==> src/rtl/debug_controller.sv <==
// Debug command sequencer between the UART command decoder and the MCU debug port.
// One command is accepted per in_valid strobe while idle; busy covers the whole operation
// and d_rd/error hold the result until the next accepted command.
module debug_controller #(
  parameter int unsigned TIMEOUT_CYCLES = 255
) (
  input  logic        clk,
  input  logic        reset,
  input  logic [3:0]  cmd,
  input  logic [31:0] addr,
  input  logic [31:0] d_in,
  input  logic        in_valid,
  output logic        busy,
  output logic [31:0] d_rd,
  output logic        error,
  output logic        mcu_pause,
  input  logic        mcu_paused,
  output logic        mcu_reset,
  output logic        mem_rd,
  output logic        mem_we,
  output logic        reg_rd,
  output logic        reg_we,
  output logic [31:0] dbg_addr,
  output logic [31:0] dbg_din,
  input  logic [31:0] mcu_dout,
  input  logic        mcu_ack
);

  localparam int unsigned CntW = $clog2(TIMEOUT_CYCLES + 1);
  // Last waiting cycle: the counter value that would increment to TIMEOUT_CYCLES.
  localparam logic [CntW-1:0] CntLast = CntW'(TIMEOUT_CYCLES - 1);

  localparam logic [3:0] CmdNop    = 4'h0;
  localparam logic [3:0] CmdPause  = 4'h1;
  localparam logic [3:0] CmdResume = 4'h2;
  localparam logic [3:0] CmdStatus = 4'h3;
  localparam logic [3:0] CmdReset  = 4'h4;
  localparam logic [3:0] CmdMemRd  = 4'h5;
  localparam logic [3:0] CmdMemWr  = 4'h6;
  localparam logic [3:0] CmdRegRd  = 4'h7;
  localparam logic [3:0] CmdRegWr  = 4'h8;

  localparam logic [31:0] ErrWord = 32'hFFFF_FFFF;

  typedef enum logic [2:0] {
    StIdle,
    StExec,
    StPauseWait,
    StResumeWait,
    StAccess,
    StDone
  } state_e;

  state_e          state;
  logic [3:0]      cmd_q;
  logic [31:0]     addr_q;
  logic [31:0]     din_q;
  logic [CntW-1:0] cnt;

  // Command FSM with all outputs registered.
  always_ff @(posedge clk) begin
    if (reset) begin
      state     <= StIdle;
      cmd_q     <= 4'h0;
      addr_q    <= 32'h0;
      din_q     <= 32'h0;
      cnt       <= '0;
      busy      <= 1'b0;
      d_rd      <= 32'h0;
      error     <= 1'b0;
      mcu_pause <= 1'b0;
      mcu_reset <= 1'b0;
      mem_rd    <= 1'b0;
      mem_we    <= 1'b0;
      reg_rd    <= 1'b0;
      reg_we    <= 1'b0;
      dbg_addr  <= 32'h0;
      dbg_din   <= 32'h0;
    end else begin
      mcu_reset <= 1'b0;
      unique case (state)
        StIdle: begin
          if (in_valid) begin
            cmd_q  <= cmd;
            addr_q <= addr;
            din_q  <= d_in;
            error  <= 1'b0;
            busy   <= 1'b1;
            state  <= StExec;
          end
        end

        StExec: begin
          cnt   <= '0;
          state <= StDone;
          case (cmd_q)
            CmdNop:    d_rd <= 32'h0;
            CmdStatus: d_rd <= {31'b0, mcu_paused};
            CmdReset: begin
              mcu_reset <= 1'b1;
              d_rd      <= 32'h0;
            end
            CmdPause: begin
              mcu_pause <= 1'b1;
              state     <= StPauseWait;
            end
            CmdResume: begin
              mcu_pause <= 1'b0;
              state     <= StResumeWait;
            end
            CmdMemRd, CmdMemWr: begin
              if (!mcu_paused || (addr_q[1:0] != 2'b00)) begin
                d_rd  <= ErrWord;
                error <= 1'b1;
              end else begin
                dbg_addr <= addr_q;
                dbg_din  <= din_q;
                mem_rd   <= (cmd_q == CmdMemRd);
                mem_we   <= (cmd_q == CmdMemWr);
                state    <= StAccess;
              end
            end
            CmdRegRd, CmdRegWr: begin
              if (!mcu_paused) begin
                d_rd  <= ErrWord;
                error <= 1'b1;
              end else begin
                // Register file has 32 entries; upper index bits are don't-care.
                dbg_addr <= {27'b0, addr_q[4:0]};
                dbg_din  <= din_q;
                reg_rd   <= (cmd_q == CmdRegRd);
                reg_we   <= (cmd_q == CmdRegWr);
                state    <= StAccess;
              end
            end
            default: begin
              d_rd  <= ErrWord;
              error <= 1'b1;
            end
          endcase
        end

        StPauseWait: begin
          if (mcu_paused) begin
            d_rd  <= 32'h0;
            state <= StDone;
          end else if (cnt == CntLast) begin
            // mcu_pause stays asserted so a late halt is not lost.
            d_rd  <= ErrWord;
            error <= 1'b1;
            state <= StDone;
          end else begin
            cnt <= cnt + 1'b1;
          end
        end

        StResumeWait: begin
          if (!mcu_paused) begin
            d_rd  <= 32'h0;
            state <= StDone;
          end else if (cnt == CntLast) begin
            d_rd  <= ErrWord;
            error <= 1'b1;
            state <= StDone;
          end else begin
            cnt <= cnt + 1'b1;
          end
        end

        StAccess: begin
          // Ack is checked first so it wins over a coincident timeout.
          if (mcu_ack) begin
            d_rd   <= (mem_rd || reg_rd) ? mcu_dout : 32'h0;
            mem_rd <= 1'b0;
            mem_we <= 1'b0;
            reg_rd <= 1'b0;
            reg_we <= 1'b0;
            state  <= StDone;
          end else if (cnt == CntLast) begin
            d_rd   <= ErrWord;
            error  <= 1'b1;
            mem_rd <= 1'b0;
            mem_we <= 1'b0;
            reg_rd <= 1'b0;
            reg_we <= 1'b0;
            state  <= StDone;
          end else begin
            cnt <= cnt + 1'b1;
          end
        end

        StDone: begin
          busy  <= 1'b0;
          state <= StIdle;
        end

        default: state <= StIdle;
      endcase
    end
  end

endmodule

==> config.mk <==
export PLATFORM = sky130hd
export DESIGN_NAME = debug_controller
export DESIGN_NICKNAME = d
export VERILOG_FILES = /design/src/rtl/debug_controller.sv
export SDC_FILE = /design/constraint.sdc
export NUM_CORES = 1
export LEC_CHECK = 0
export ABC_CLOCK_PERIOD_IN_PS = 2600
export CORE_MARGIN = 4
export CORE_UTILIZATION = 45
export DETAILED_ROUTE_END_ITERATION = 7
export GPL_TIMING_DRIVEN = 0
export HOLD_SLACK_MARGIN = 0.02
export PLACE_DENSITY = 0.76
export SLEW_MARGIN = 20
export SYNTH_ARGS = -nofsm -noshare
export SYNTH_HDL_FRONTEND = slang
export SYNTH_SLANG_ARGS = --single-unit
==> constraint.sdc <==
create_clock -name clk -period 2.6 [get_ports clk]
set_clock_uncertainty 0.05 [all_clocks]
set_input_delay 0.78 -clock clk [delete_from_list [all_inputs] [get_ports clk]]
set_output_delay 0.78 -clock clk [all_outputs]
set_load 0.02 [all_outputs]
==> results of run 1 <==
==> critical path, stage by stage <==
cell and delay [ns]:
clkdlybuf4s50_1 0.60, clkbuf_2 0.33, clkbuf_1 0.43, clkbuf_1 0.44, a21oi_1 0.09
==> registers in the layout, indices dropped and copies added, names as in the netlist, 3 cells and up <==
register and count:
dbg_addr 32, d_rd 32, state 3, din_q 32
cnt 8, addr_q 32, cmd_q 4, dbg_din 32
==> worst max path at each step <==
| stage | from | end | slack [ns] |
|---|---|---|---|
| after CTS | in_valid | cmd_q[0]$_SDFFE_PP0P_ | 0.10 |
| after global routing | reset | dbg_din[31]$_SDFFE_PP0P_ | 0.02 |
| final | reset | addr_q[7]$_SDFFE_PP0P_ | 0.16 |
| after detailed placement | reset | dbg_addr[1]$_SDFFE_PP0P_ | -0.56 |
| after global placement | reset | error$_SDFFE_PP0P_ | -0.57 |
| after floorplan | mcu_paused | dbg_addr[18]$_SDFFE_PP0P_ | 0.46 |
==> per-stage QoR <==
step	util, %	setup TNS (ns)	instance area, um2	cells
finish	63.8	0	10500	1353
global route	63.8	0	10500	1353
floorplan	-	0	7550	895
CTS	63.7	0	10500	1354
detailed placement	59.9	-59.25	9900	1322
global placement	59.9	-60.97	9900	1322
==> cells by family (layout without fill, tap and decap cells) <==
logic type / after synthesis / after routing / synth area share [%]
AOI/OAI and AO/OA: 217 / 217 / 20.7
xor gates and xnor gates: 2 / 2 / 0.331
adders and majority gates: 2 / 2 / 0.331
buffers and inverters: 79 / 317 / 5.32
DFF: 183 / 183 / 48.5
muxes: 4 / 4 / 0.530
and+or+nand+nor: 408 / 408 / 24.3
==> synthesized netlist by cell type, drive strengths merged (3+ instances only) <==
| cell type | number | area, um2 |
|---|---|---|
| or3 | 5 | 31.3 |
| a21oi | 116 | 592 |
| nor3b | 4 | 35.0 |
| nor2 | 69 | 269 |
| nand2 | 229 | 860 |
| nand4 | 6 | 37.5 |
| dfxtp | 183 | 3660 |
| nand3 | 5 | 30.0 |
| o21ai | 16 | 83.8 |
| mux2i | 4 | 40.0 |
| nor3 | 33 | 165 |
| a21boi | 3 | 22.5 |
| inv | 4 | 15.0 |
| buf | 42 | 263 |
| nor2b | 6 | 40.0 |
| clkbuf | 33 | 124 |
| o41ai | 3 | 26.3 |
| a221oi | 31 | 459 |
| a22oi | 28 | 210 |
| nand2b | 32 | 200 |
==> report_power, final <==
part	switching, mW	internal [mW]	total (mW)
sequential	0.145	3.04	3.18
clock	1.21	1.49	2.70
combinational	0.926	0.774	1.70
==> layout by cell type (no fill, tap or decap), drive strengths merged, types with 3 or more instances in the layout <==
master,n
a21boi,3
a21oi,116
a221oi,31
a22oi,28
buf,42
clkbuf,50
clkdlybuf4s50,207
clkinv,6
dfxtp,183
inv,9
mux2i,4
nand2,229
nand2b,32
nand3,5
nand4,6
nor2,69
nor2b,6
nor3,33
nor3b,4
o21ai,16
o41ai,3
or3,5
==> what timing repair did <==
action	in CTS	in global routing
setup buffers	0	0
setup endpoints to repair	85	29
resized for setup	2	5
==> area by class of cell <==
| cell class | instances | share of cell area [%] |
|---|---|---|
| flip-flops and latches | 183 | 34.8 |
| multi-input cells | 633 | 33.2 |
| repair buffers | 207 | 19.7 |
| clock buffers | 18 | 4.17 |
| plain buffers | 74 | 3.67 |
| well taps | 220 | 2.61 |
| clock inverters | 14 | 1.77 |
| inverters | 4 | 0.142 |
==> per-layer routing <==
layer / wire [um] / vias to the layer above
met5: 13 / -
met4: 323 / 2
met3: 1840 / 25
met2: 9830 / 221
met1: 9260 / 3260
li1: - / 3535
==> flow_summary.rst, run 1 <==
.. list-table::
   :header-rows: 1

   * - Metric
     - Value
   * - CTS tree
     - done
   * - Number of max-slew violations in the final report
     - 0
   * - Total via count after detailed routing
     - around 7.0k
   * - Final wirelength
     - 21.3 mm
   * - Top FF cell, synth
     - dfxtp_1
   * - Setup repair after global routing missed its margin
     - false
   * - Min setup slack post-route
     - 0.160 ns
   * - Met1 usage
     - 28.1%
   * - Via count of the first global-routing pass
     - 6591
   * - Hold endpoint
     - dbg_din[22]$_SDFFE_PP0P_
   * - Syn Nets
     - 1002
   * - Maximum clock rate
     - 410 MHz
   * - Post-synth ARST share
     - 0%
   * - Die outline height
     - roughly 140 um
   * - Register bit total from synthesis
     - 183
   * - Clock buffers created by TritonCTS
     - 17
   * - Final cycle utilization of the critical path
     - 93.8%
   * - Setup CP Type
     - primary input to register
   * - Iteration-0 DRC Markers
     - 387
   * - Area taken by multi-input logic gates
     - 3500 um2
   * - Worst Hold Margin
     - ~0.40 ns
   * - Leak
     - 3.93 nW
   * - Reg2reg start
     - cnt[0]$_SDFFE_PP0P_
   * - Via/cell ratio
     - 5.21
   * - Outcome
     - complete, no violations
   * - Area of the die
     - 18900 um2
   * - P&R area growth vs syn
     - 39.5%
   * - Post-Synthesis Mean Instance Area
     - 8.44 um2
   * - Hold Path Origin
     - din_q[22]$_SDFFE_PP0P_
   * - Sequential fraction of the synthesis area
     - 48.5%
   * - Register clock-pin slew on the reported worst setup and hold paths
     - 0.07 ns
   * - PortBufs
     - 207
   * - Reported max-cap violation count
     - 0
   * - Routing layer with the top usage in global route
     - met2
   * - Max Fanout on Critical Path
     - 10
   * - Class of the tightest hold or removal check
     - register to register
   * - Area of the core region
     - approximately 17000 um2
   * - Critical Path Source Type
     - primary input
   * - Met3 GRT Util
     - 7.49%
   * - Ports placed on the boundary
     - 209
   * - Total power density per cell area
     - 719 nW/um2
   * - Initial standard-cell utilization of the core
     - between 40% and 50%
   * - Pre-CTS worst setup slack
     - -0.556 ns
   * - Number of cells on the worst hold path
     - 2
   * - Max-slew headroom
     - 57.0%
   * - EDFF count, synth
     - 0
   * - Post-synthesis cell type count
     - 63
   * - Critical path endpoint category
     - register
   * - Number of antenna violations at the first check in global routing
     - 1
   * - Layout Nets
     - 1227
   * - Per-cell routed wire length
     - roughly 16 um
   * - R2R depth
     - 7
   * - Root buffer selected by CTS
     - clkbuf_16
   * - Number of instances in the synthesized netlist
     - 895
   * - Required @ worst endpoint
     - 2.85 ns
   * - Horizontal extent of the die
     - 138 um
   * - Share of cells above drive strength 1
     - between 10 and 15%
   * - Largest buffer count on any clock path
     - 2
   * - Clock latency reported for the late side of the worst-skew pair
     - 0.43 ns
   * - Number of buffers inserted for hold repair after clock tree synthesis
     - 0
   * - All-layer global routing usage
     - a little over a fifth
   * - Peak VDD IR
     - 0.506 mV
   * - Sequential cell area in the final layout
     - 3660 um2
   * - Reg2reg end
     - d_rd[24]$_SDFFE_PP0P_
   * - Final estimated routing congestion in global placement
     - 0.801
   * - Length of the first detailed-routing pass in iterations
     - 5
   * - Number of clock sinks seen by CTS
     - 183
   * - Std-Cell Rows
     - 47
   * - Number of design rule violations left after detail routing
     - 0
   * - Antenna fix cells
     - 0
   * - Mapped Area
     - ~7600 um2
   * - Total of fill cells in the finished design
     - 1446
   * - Hold Vio Cnt, Final
     - 0
   * - Global-route wire length before repair
     - 32.8 mm
   * - Pin slew with the least headroom to its limit
     - 0.643 ns
   * - Warnings from Yosys
     - 0
   * - Power after layout
     - 7.58 mW
   * - Pin count of the biggest net entering global routing
     - 19
   * - Total gr overflow
     - 0
   * - Setup-violating endpoint count in the final report
     - 0
   * - R2r setup slk
     - 0.35 ns
   * - Post-route antenna net violation count
     - 0
   * - Maximum level of the CTS H-tree
     - 4
   * - Post-route minimum period
     - 2.44 ns
   * - Post-detailed-placement half-perimeter wirelength
     - between 15 and 20 mm
   * - GR met2 Demand/Resource
     - 34.8%
   * - Signal arrival time at the worst endpoint
     - 2.69 ns
Power figures use the tool's default switching activity.
==> inputs of run 2 (changes only) <==
- HOLD_SLACK_MARGIN: 0.02 -> unset
- MAX_ROUTING_LAYER: unset -> met4
==> run 2 against run 1 <==
Against the previous run:
- total power is essentially flat
- register-to-register slack barely moved
- design area about the same
- sequential share of layout area barely moved
- first-iteration DRC count down 0.52%
- largest cell class unchanged
- largest power group unchanged
==> flow_summary.rst, run 2 (synthesis gave the netlist of run 1 again) <==
.. list-table::
   :header-rows: 1

   * - Metric
     - Value
   * - Outcome
     - complete, no violations
   * - Worst Hold Margin
     - 0.401 ns (-0.00192 ns)
   * - Area of the die
     - 18900 um2 (unchanged)
   * - R2r setup slk
     - 0.35 ns (about the same)
   * - Commonest cells after routing, fill and taps aside
     - 229 x nand2_1, 207 x clkdlybuf4s50_1, 183 x dfxtp_1
   * - Stage delay of the slowest cell on the critical path
     - 0.60 ns (about the same)
   * - Setup CP Type
     - primary input to register
   * - Via/cell ratio
     - 5.21 (about the same)
   * - Clock latency reported for the late side of the worst-skew pair
     - 0.43 ns (about the same)
   * - Gate family responsible for the most delay along the worst path
     - buffers and inverters
   * - Cell Chain, Critical Path
     - clkdlybuf4s50_1 -> clkbuf_2 -> clkbuf_1 -> clkbuf_1 -> nor2_1
   * - Pre-CTS worst setup slack
     - -0.556 ns (unchanged)
   * - Per-cell routed wire length
     - 15.7 um (+0.16%)
   * - Critical Path Source Type
     - primary input
   * - Area taken by multi-input logic gates
     - 3500 um2 (unchanged)
   * - Max Fanout on Critical Path
     - 10 (unchanged)
   * - Post-route antenna net violation count
     - 0 (unchanged)
   * - Total of fill cells in the finished design
     - 1446 (unchanged)
   * - Clock buffers created by TritonCTS
     - 17 (unchanged)
   * - Peak VDD IR
     - 0.499 mV (-1.2%)
   * - Required @ worst endpoint
     - 2.85 ns (about the same)
   * - Max-slew headroom
     - 57.3% (+0.28 points)
   * - Leak
     - 3.93 nW (about the same)
   * - Master of the slowest instance on the critical path
     - clkdlybuf4s50_1
   * - Root buffer selected by CTS
     - clkbuf_16
   * - Final estimated routing congestion in global placement
     - 0.813 (+1.4%)
   * - Post-route non-filler standard cell count
     - 1354 (+0.074%)
   * - Number of max-slew violations in the final report
     - 0 (unchanged)
   * - Std-Cell Rows
     - 47 (unchanged)
   * - Maximum clock rate
     - 404 MHz (-1.3%)
   * - Cell area after placement
     - 9900 um2 (unchanged)
   * - Hold Vio Cnt, Final
     - 0 (unchanged)
   * - All-layer global routing usage
     - 22.6% (+0.63 points)
   * - Layout Nets
     - 1227 (unchanged)
   * - Initial standard-cell utilization of the core
     - 45.7% (unchanged)
   * - Reported max-cap violation count
     - 0 (unchanged)
   * - DP Cell Count
     - 1322 (unchanged)
   * - Register clock-pin slew on the reported worst setup and hold paths
     - 0.07 ns (about the same)
   * - Number of antenna violations at the first check in global routing
     - 1 (unchanged)
   * - Signal arrival time at the worst endpoint
     - 2.72 ns (+0.03 ns)
   * - Share of cells above drive strength 1
     - 10.9% (unchanged)
   * - Total via count after detailed routing
     - 7049 (+0.085%)
   * - Post-detailed-placement half-perimeter wirelength
     - 15.3 mm (unchanged)
   * - Total power density per cell area
     - 719 nW/um2 (about the same)
   * - Area of the core region
     - 16500 um2 (unchanged)
   * - Global-route wire length before repair
     - 32.8 mm (about the same)
   * - Maximum level of the CTS H-tree
     - 4 (unchanged)
   * - Largest buffer count on any clock path
     - 2 (unchanged)
   * - Critical path buffers and inverters
     - 4 (unchanged)
   * - Number of clock sinks seen by CTS
     - 183 (unchanged)
   * - P&R area growth vs syn
     - 39.5% (about the same)
   * - Setup repair after global routing missed its margin
     - false
   * - Die outline height
     - 138 um (unchanged)
   * - Number of buffers inserted for hold repair after clock tree synthesis
     - 0 (unchanged)
   * - Final wirelength
     - 21.3 mm (+0.23%)
   * - Power after layout
     - 7.58 mW (about the same)
   * - Most common cell after layout, fill and taps aside
     - nand2_1
   * - PortBufs
     - 207 (unchanged)
   * - Iteration-0 DRC Markers
     - 385 (-0.52%)
   * - Pin slew with the least headroom to its limit
     - 0.638 ns (-0.00420 ns)
   * - Number of design rule violations left after detail routing
     - 0 (unchanged)
   * - Setup-violating endpoint count in the final report
     - 0 (unchanged)
   * - Length of the first detailed-routing pass in iterations
     - 5 (unchanged)
   * - Fin util
     - 63.8% (about the same)
   * - Final cell area excluding filler cells
     - 10500 um2 (about the same)
   * - Ports placed on the boundary
     - 209 (unchanged)
   * - Min setup slack post-route
     - 0.127 ns (-0.0331 ns)
   * - Sequential cell area in the final layout
     - 3660 um2 (unchanged)
   * - Class of the tightest hold or removal check
     - register to register
   * - Critical path endpoint category
     - register
   * - Final cycle utilization of the critical path
     - 95.1% (+1.3 points)
   * - Most Frequent Cell on Critical Path
     - clkbuf_1
   * - Post-Route Setup TNS
     - 0 ns (unchanged)
   * - Via count of the first global-routing pass
     - 6603 (+0.18%)
   * - Pin count of the biggest net entering global routing
     - 19 (unchanged)
   * - Horizontal extent of the die
     - 138 um (unchanged)
   * - Post-route minimum period
     - 2.47 ns (+0.0331 ns)
   * - CTS tree
     - done
   * - Total gr overflow
     - 0 (unchanged)
## run 2: changes by cell type in the layout (fill, tap and decap cells not counted), sizes merged
cell | before | now
diode | 0 | 1
## run 2: final timing paths
kind / from / endpoint / depth (start not counted)
max: reset / dbg_addr[24]$_SDFFE_PP0P_ / 5
min: din_q[17]$_SDFFE_PP0P_ / dbg_din[17]$_SDFFE_PP0P_ / 2
max reg2reg: cnt[0]$_SDFFE_PP0P_ / d_rd[24]$_SDFFE_PP0P_ / 7
min reg2reg: din_q[17]$_SDFFE_PP0P_ / dbg_din[17]$_SDFFE_PP0P_ / 2
## run 2: power by group
part           switching [mW]  internal, mW  total (mW)  leakage (nW)
Combinational           0.929         0.774        1.70          2.14
Clock                    1.20          1.49        2.69         0.303
Sequential              0.145          3.04        3.18          1.49
## run 2: metal layers
layer | track usage [%] | routed length [um]
met5 | - | 0
met3 | 6.98 | 1600
met2 | 34.9 | 9920
met1 | 28.3 | 9500
met4 | 7.48 | 289
## run 2: final cells by class
cell class              instances  area share [%]
flip-flops and latches        183            34.8
repair buffers                207            19.7
multi-input cells             633            33.2
clock inverters                14            1.77
well taps                     220            2.61
inverters                       4           0.142
clock buffers                  18            4.17
plain buffers                  74            3.67
diodes                          1          0.0237
## run 2: worst min-delay path, cell delays in order (launching register included)
cell,delay [ns]
dfxtp_1,0.31
nand2_1,0.05
a21oi_1,0.05
## run 2: what timing repair did
item                       CTS  global route
gates resized for setup      2             5
setup buffers                0             0
setup endpoints to repair   85            29
